$ cat src/rtl/bus_pkg.sv
`default_nettype none
// ============================================================================
// Module   : bus_pkg
// Purpose  : Shared types, chip-select indices and address decode for the
//            8088 bus address decoder.
// Revision : 1.0  initial release
// ============================================================================
package bus_pkg;

  typedef enum logic [4:0] {
    S_IDLE = 5'b00001,
    S_ADDR = 5'b00010,
    S_WAIT = 5'b00100,
    S_ACT  = 5'b01000,
    S_END  = 5'b10000
  } bus_state_e;

  localparam int CS_MEM0 = 0;
  localparam int CS_MEM1 = 1;
  localparam int CS_IO0  = 2;
  localparam int CS_IO1  = 3;

  localparam int WAIT_W = 3;

  // IO window 0 is tested first so it wins when both pages are equal.
  function automatic logic [3:0] addr_to_cs(
    input logic [19:0] addr,
    input logic        io_m,
    input logic [7:0]  io0_page,
    input logic [7:0]  io1_page
  );
    logic [3:0]  cs;
    logic [10:0] unused_addr_bits;
    cs               = '0;
    unused_addr_bits = {addr[18:16], addr[7:0]};
    if (!io_m) begin
      if (addr[19]) cs[CS_MEM1] = 1'b1;
      else          cs[CS_MEM0] = 1'b1;
    end else if (addr[15:8] == io0_page) begin
      cs[CS_IO0] = 1'b1;
    end else if (addr[15:8] == io1_page) begin
      cs[CS_IO1] = 1'b1;
    end
    return cs;
  endfunction

endpackage
`default_nettype wire

$ cat src/rtl/addr_latch.sv
`default_nettype none
// ============================================================================
// Module   : addr_latch
// Purpose  : 8282-style address latch: transparent while ALE is high, holds the
//            value registered on the last ALE-high clock edge otherwise.
// Revision : 1.0  initial release
// ============================================================================
module addr_latch
  import bus_pkg::*;
(
  input  logic        i_clk,
  input  logic        i_rst_n,
  input  logic        i_ale,
  input  logic [7:0]  i_ad,
  input  logic [11:0] i_a_hi,
  input  logic        i_io_m,
  output logic [19:0] o_addr,
  output logic        o_io_m
);

  logic [19:0] r_addr;
  logic        r_io_m;
  logic [19:0] w_live_addr;

  assign w_live_addr = {i_a_hi, i_ad};

  always_ff @(posedge i_clk or negedge i_rst_n) begin
    if (!i_rst_n) begin
      r_addr <= '0;
      r_io_m <= 1'b0;
    end else if (i_ale) begin
      r_addr <= w_live_addr;
      r_io_m <= i_io_m;
    end
  end

  assign o_addr = i_ale ? w_live_addr : r_addr;
  assign o_io_m = i_ale ? i_io_m      : r_io_m;

endmodule
`default_nettype wire

$ cat src/rtl/bus_addr_decoder.sv
`default_nettype none
// ============================================================================
// Module   : bus_addr_decoder
// Purpose  : 8088 AD-bus demux, bus-cycle FSM, chip-select decode and wait
//            state generation. Optional macro: BUS_TIMEOUT_EN (S_ADDR timeout).
// Revision : 1.0  initial release
// ============================================================================
module bus_addr_decoder
  import bus_pkg::*;
#(
  parameter int          WAIT_MEM    = 1,
  parameter int          WAIT_IO     = 3,
  parameter logic [15:0] IO0_BASE    = 16'h0000,
  parameter logic [15:0] IO1_BASE    = 16'h1C00,
  parameter int          TIMEOUT_CYC = 16
) (
  input  logic        CLK,
  input  logic        RESET_N,
  input  logic        ALE,
  input  logic [7:0]  AD_IN,
  input  logic [11:0] A_HI,
  input  logic        IO_M,
  input  logic        RD_N,
  input  logic        WR_N,
  output logic [19:0] ADDR,
  output logic [3:0]  CS,
  output logic        READY,
  output logic        BUS_ERR,
  output logic        CYCLE_ACTIVE
);

  localparam logic [WAIT_W-1:0] c_WAIT_MEM = WAIT_W'(WAIT_MEM);
  localparam logic [WAIT_W-1:0] c_WAIT_IO  = WAIT_W'(WAIT_IO);
  localparam logic [7:0]        c_IO0_PAGE = IO0_BASE[15:8];
  localparam logic [7:0]        c_IO1_PAGE = IO1_BASE[15:8];

  bus_state_e        r_state, w_next;
  logic [WAIT_W-1:0] r_wait_cnt, w_wait_next;
  logic [19:0]       w_addr;
  logic              w_io_m;
  logic [3:0]        w_cs_dec;
  logic              w_cs_en;
  logic              w_mapped;
  logic              w_strobe;
  logic              w_both;
  logic [WAIT_W-1:0] w_wait_eff;
  logic              w_ready;
  logic              w_err;
  logic              w_timeout;

  addr_latch u_latch (
    .i_clk   (CLK),
    .i_rst_n (RESET_N),
    .i_ale   (ALE),
    .i_ad    (AD_IN),
    .i_a_hi  (A_HI),
    .i_io_m  (IO_M),
    .o_addr  (w_addr),
    .o_io_m  (w_io_m)
  );

  assign w_cs_dec   = addr_to_cs(w_addr, w_io_m, c_IO0_PAGE, c_IO1_PAGE);
  assign w_mapped   = |w_cs_dec;
  assign w_strobe   = RD_N ^ WR_N;
  assign w_both     = ~RD_N & ~WR_N;
  // Unmapped cycles complete like a zero-wait access.
  assign w_wait_eff = !w_mapped ? '0 : (w_io_m ? c_WAIT_IO : c_WAIT_MEM);
  assign w_cs_en    = ALE | (r_state == S_ADDR) | (r_state == S_WAIT) | (r_state == S_ACT);

`ifdef BUS_TIMEOUT_EN
  localparam int c_TO_W = (TIMEOUT_CYC > 1) ? $clog2(TIMEOUT_CYC) : 1;

  logic [c_TO_W-1:0] r_to_cnt;

  always_ff @(posedge CLK or negedge RESET_N) begin
    if (!RESET_N) begin
      r_to_cnt <= '0;
    end else if (r_state == S_ADDR && w_next == S_ADDR && !ALE) begin
      r_to_cnt <= r_to_cnt + c_TO_W'(1);
    end else begin
      r_to_cnt <= '0;
    end
  end

  assign w_timeout = (r_to_cnt == c_TO_W'(TIMEOUT_CYC - 1));
`else
  localparam int unused_timeout_cyc = TIMEOUT_CYC;

  assign w_timeout = 1'b0;
`endif

  always_ff @(posedge CLK or negedge RESET_N) begin
    if (!RESET_N) begin
      r_state    <= S_IDLE;
      r_wait_cnt <= '0;
    end else begin
      r_state    <= w_next;
      r_wait_cnt <= w_wait_next;
    end
  end

  // The strobe cycle in S_ADDR is itself the first wait state, so S_WAIT
  // holds for the remaining W-1 cycles.
  always_comb begin
    w_next      = r_state;
    w_wait_next = r_wait_cnt;
    w_ready     = 1'b1;
    w_err       = 1'b0;
    unique case (r_state)
      S_IDLE: begin
        if (ALE) w_next = S_ADDR;
      end
      S_ADDR: begin
        if (w_both) begin
          w_err       = 1'b1;
          w_next      = S_IDLE;
          w_wait_next = '0;
        end else if (w_strobe) begin
          w_err = ~w_mapped;
          if (w_wait_eff != '0) begin
            w_ready     = 1'b0;
            w_wait_next = w_wait_eff - WAIT_W'(1);
            w_next      = (w_wait_eff > WAIT_W'(1)) ? S_WAIT : S_ACT;
          end else begin
            w_wait_next = '0;
            w_next      = S_ACT;
          end
        end else if (w_timeout) begin
          w_err  = 1'b1;
          w_next = S_IDLE;
        end
      end
      S_WAIT: begin
        w_ready = 1'b0;
        if (w_both) begin
          w_err       = 1'b1;
          w_next      = S_IDLE;
          w_wait_next = '0;
        end else if (ALE) begin
          w_err       = 1'b1;
          w_next      = S_ADDR;
          w_wait_next = '0;
        end else if (r_wait_cnt <= WAIT_W'(1)) begin
          w_next      = S_ACT;
          w_wait_next = '0;
        end else begin
          w_wait_next = r_wait_cnt - WAIT_W'(1);
        end
      end
      S_ACT: begin
        if (w_both) begin
          w_err  = 1'b1;
          w_next = S_IDLE;
        end else if (ALE) begin
          w_err  = 1'b1;
          w_next = S_ADDR;
        end else if (RD_N && WR_N) begin
          w_next = S_END;
        end
      end
      S_END: begin
        if (w_both) begin
          w_err  = 1'b1;
          w_next = S_IDLE;
        end else if (ALE) begin
          w_next = S_ADDR;
        end else begin
          w_next = S_IDLE;
        end
      end
      default: begin
        w_next      = S_IDLE;
        w_wait_next = '0;
      end
    endcase
  end

  assign ADDR         = w_addr;
  assign CS           = w_cs_en ? w_cs_dec : 4'b0000;
  assign READY        = w_ready;
  assign BUS_ERR      = w_err;
  assign CYCLE_ACTIVE = (r_state != S_IDLE);

endmodule
`default_nettype wire

$ cat config.mk
export PLATFORM = sky130hd
export DESIGN_NAME = bus_addr_decoder
export DESIGN_NICKNAME = d
export VERILOG_FILES = /design/src/rtl/bus_pkg.sv /design/src/rtl/addr_latch.sv /design/src/rtl/bus_addr_decoder.sv
export SDC_FILE = /design/constraint.sdc
export NUM_CORES = 1
export LEC_CHECK = 0
export ABC_AREA = 1
export ABC_CLOCK_PERIOD_IN_PS = 1600
export BUFFER_PORTS_ARGS = -buffer_cell sky130_fd_sc_hd__buf_4
export CORE_ASPECT_RATIO = 2
export CORE_MARGIN = 1
export CORE_UTILIZATION = 37
export CTS_CLUSTER_SIZE = 24
export DETAILED_ROUTE_END_ITERATION = 16
export GPL_ROUTABILITY_DRIVEN = 0
export PLACE_DENSITY = 0.7
export RECOVER_POWER = 25
export SLEW_MARGIN = 20
export SYNTH_ARGS = -nofsm -noshare
export SYNTH_HDL_FRONTEND = slang
export SYNTH_SLANG_ARGS = --single-unit
$ cat constraint.sdc
create_clock -name CLK -period 1.6 [get_ports CLK]
set_clock_uncertainty 0.1 [all_clocks]
set_input_delay 0.32 -clock CLK [delete_from_list [all_inputs] [get_ports CLK]]
set_output_delay 0.32 -clock CLK [all_outputs]
set_load 0.03 [all_outputs]
==> results.yml <==
job:
  cap_violations: 0
placement:
  portBuffers: 52
  dp_cells: 351
  post_dp_cell_area_um2: 2370
  hpwl_um: 3330
clocking:
  cts_max_level: 2
  cts_sinks: 29
  clock_path_buffers: 2
  cts_tree: "done"
  clk_pin_slew_worst_paths_ns: 0.06
  root_buffer: "clkbuf_8"
  clock_latency_ns: 0.28
  cts_buffers: 5
layout:
  drive_gt1_share_pct: 47.2
  syn_to_final_growth_pct: 72.3
  stdcell_count: 378
  nets: 356
  fin_area_um2: 2810
  antenna_cells: 0
timing:
  fmax_ghz: 0.453
  rsz0062_at_grt: "yes"
  finalHoldViolations: 0
  tns_ns: -9.26
  fin_crit_ns: 2.21
  worst_slack_ns: -0.606
  finalCritPeriodShare_pct: 138
  relSlewSlack_pct: 69.4
  setup_viol: 29
  worstMarginPinSlew_ns: 0.459
  maxSlewViolCount: 0
worst_setup_path:
  worst-setup-path-type: "reg -> out"
  cp.required_ns: 1.18
  cpPeakStageDelay_ns: 0.43
  cp_max_fo: 4
  cp-end-kind: "output pin"
  critPathLaunchType: "flip-flop"
  path_cells: "nor2_4 -> nand4_1 -> buf_4 -> nand2_4 -> nor2_4 -> nor3_4 -> buf_6"
  crit_path_frequent_cell: "nor2_4"
  crit_arrival_ns: 1.79
  slowest_stage: "dfrtp_1"
die:
  die_h_um: 95.9
  io_pins: 53
  num_rows: 33
  dieWidth_um: 48.9
  coreArea_um2: 4170
  die_area_um2: 4690
  initial_core_util_pct: 39.1
outcome:
  status: "finished with violations"
  violations: "setup timing"
yosys:
  synth-main-ff-cell: "dfrtp_1"
  yosys_warnings: 0
  ys_async_sr_fraction_pct: 100
  synth.most_common_cell: "nand2_1"
  yosys-top-cells-area: "dfrtp_1, nand2_1, inv_1, ha_1, nor2_1"
  synth_edf_count: 0
  avgSynthCellArea_um2: 7.34
  synth_cell_type_count: 26
  synth_seq_cells: 29
  yosysTopAreaCellShare_pct: 43.0
  seq_area_frac_synth_pct: 44.6
  syn_area_um2: 1630
  syn_inst: 222
  synth_fp_nets: 253
  synth_top_area_cell: "dfrtp_1"
  synthTopCellsByCount: "nand2_1, inv_1, dfrtp_1"
power:
  p_leak_nw: 1.53
  power_mw: 3.09
  peakVddDrop_uv: 782
  pwr_density_cell_nw_per_um2: 1100
detailed_routing:
  drt_first_iter_violations: 31
  final_antenna_net_count: 0
  wl_um: 4880
  drt-pass1-iter-count: 4
  route.detailed.drc: 0
  wire_per_inst_um: 12.9
  vias_per_cell: 4.67
  num_vias: 1764
global_route:
  gr-max-usage-layer: "met2"
  grt_antenna_before_repair: 0
  grt_pass1_wl_um: 7360
  globalRouteMet2Util_pct: 42.8
  grtUsageTotal_pct: 21.3
  grt_pass1_vias: 1767
  grt_start_max_net_pins: 30
  overflow: 0
  use_met3_pct: 4.11
  grtUsageMet1_pct: 18.2
hold_path:
  hold_class: "in -> reg"
per-layer routing:
metal | vias up | share of wire (%)
li1 | 882 | -
met1 | 819 | 33
met2 | 45 | 60
met3 | 18 | 2.7
met4 | 0 | 4.7
met5 | - | 0
critical path: cells and delay by family, from the launching register on:
kind                   cells  cell delay, ns
flip-flops                 1            0.43
AND/OR/NAND/NOR            5            0.70
buffers and inverters      2            0.37
through the flow:
stage / utilization, % / hold slack (ns) / worst slack (ns)
floorplan: - / -0.0756 / -0.169
global placement: 56.8 / 0.168 / -0.394
detailed placement: 56.8 / 0.161 / -0.378
CTS: 65.1 / 0.147 / -0.577
global route: 67.4 / 0.156 / -0.739
finish: 67.4 / 0.156 / -0.606
power breakdown:
group          switching (mW)  leakage (nW)  internal [mW]  total [mW]
clock                   0.277        0.0585          0.507       0.784
combinational           0.782          1.12          0.631        1.41
sequential             0.0648         0.355          0.826       0.891
total                    1.12          1.53           1.96        3.09
path summary, 6_finish.rpt:
path / slack, ns / to / cells past startpoint / from
min in group asynchronous: 0.39 / r_state[4]$_DFFE_PN0P_ / 2 / RESET_N
worst max register to register: -0.22 / r_wait_cnt[1]$_DFFE_PN0P_ / 10 / r_state[1]$_DFFE_PN0P_
worst min register to register: 0.37 / u_latch.r_addr[5]$_DFF_PN0_ / 2 / u_latch.r_addr[5]$_DFF_PN0_
worst min-delay path: 0.16 / u_latch.r_addr[5]$_DFF_PN0_ / 3 / AD_IN[5]
worst max-delay path: -0.61 / CS[3] / 7 / r_state[1]$_DFFE_PN0P_
max in group asynchronous: 0.69 / r_state[0]$_DFFE_PN1P_ / 2 / RESET_N
logic make-up (layout without fill, tap and decap cells):
family	Yosys count	in the layout	share of synthesized area (%)
compound gates	13	13	4.38
xor+xnor	1	1	0.537
fa+ha+maj	5	5	3.84
buf+inv	43	147	11.5
flops	29	29	44.6
simple gates	131	131	35.2
layout by cell type (no fill, tap or decap), types with 2 or more instances in the layout:
cell type / count
dfrtp_1: 28
inv_2: 3
o21ai_1: 3
buf_4: 84
nand3_2: 6
nand2_2: 9
a21oi_1: 2
nor3_4: 3
nand3_1: 4
clkbuf_1: 3
inv_1: 33
buf_6: 11
nor2_1: 6
clkbuf_8: 6
nor2_2: 5
ha_1: 5
nand4_1: 6
nor2_4: 7
nand2_4: 4
nand2_1: 75
sequential cells by signal (all words and copies together), names as in the netlist:
| register | cells |
|---|---|
| r_state | 5 |
| u_latch.r_io_m | 1 |
| u_latch.r_addr | 20 |
| r_wait_cnt | 3 |
area by class of cell:
| cell class | instances | area (um2) |
|---|---|---|
| fill | 340 | 1360 |
| multi-input combinational | 150 | 923 |
| timing repair buffer | 101 | 825 |
| sequential | 29 | 727 |
| inverter | 38 | 153 |
| clock buffer | 7 | 86.3 |
| tap | 52 | 65.1 |
| clock inverter | 1 | 30.0 |
timing repair:
action,in CTS,in global routing
hold endpoints to repair,28,0
setup buffers,10,9
resized for setup,34,19
hold buffers,1,0
setup endpoints to repair,17,18
gates cloned,1,0
pin swaps,16,19
Power figures use the tool's default switching activity.
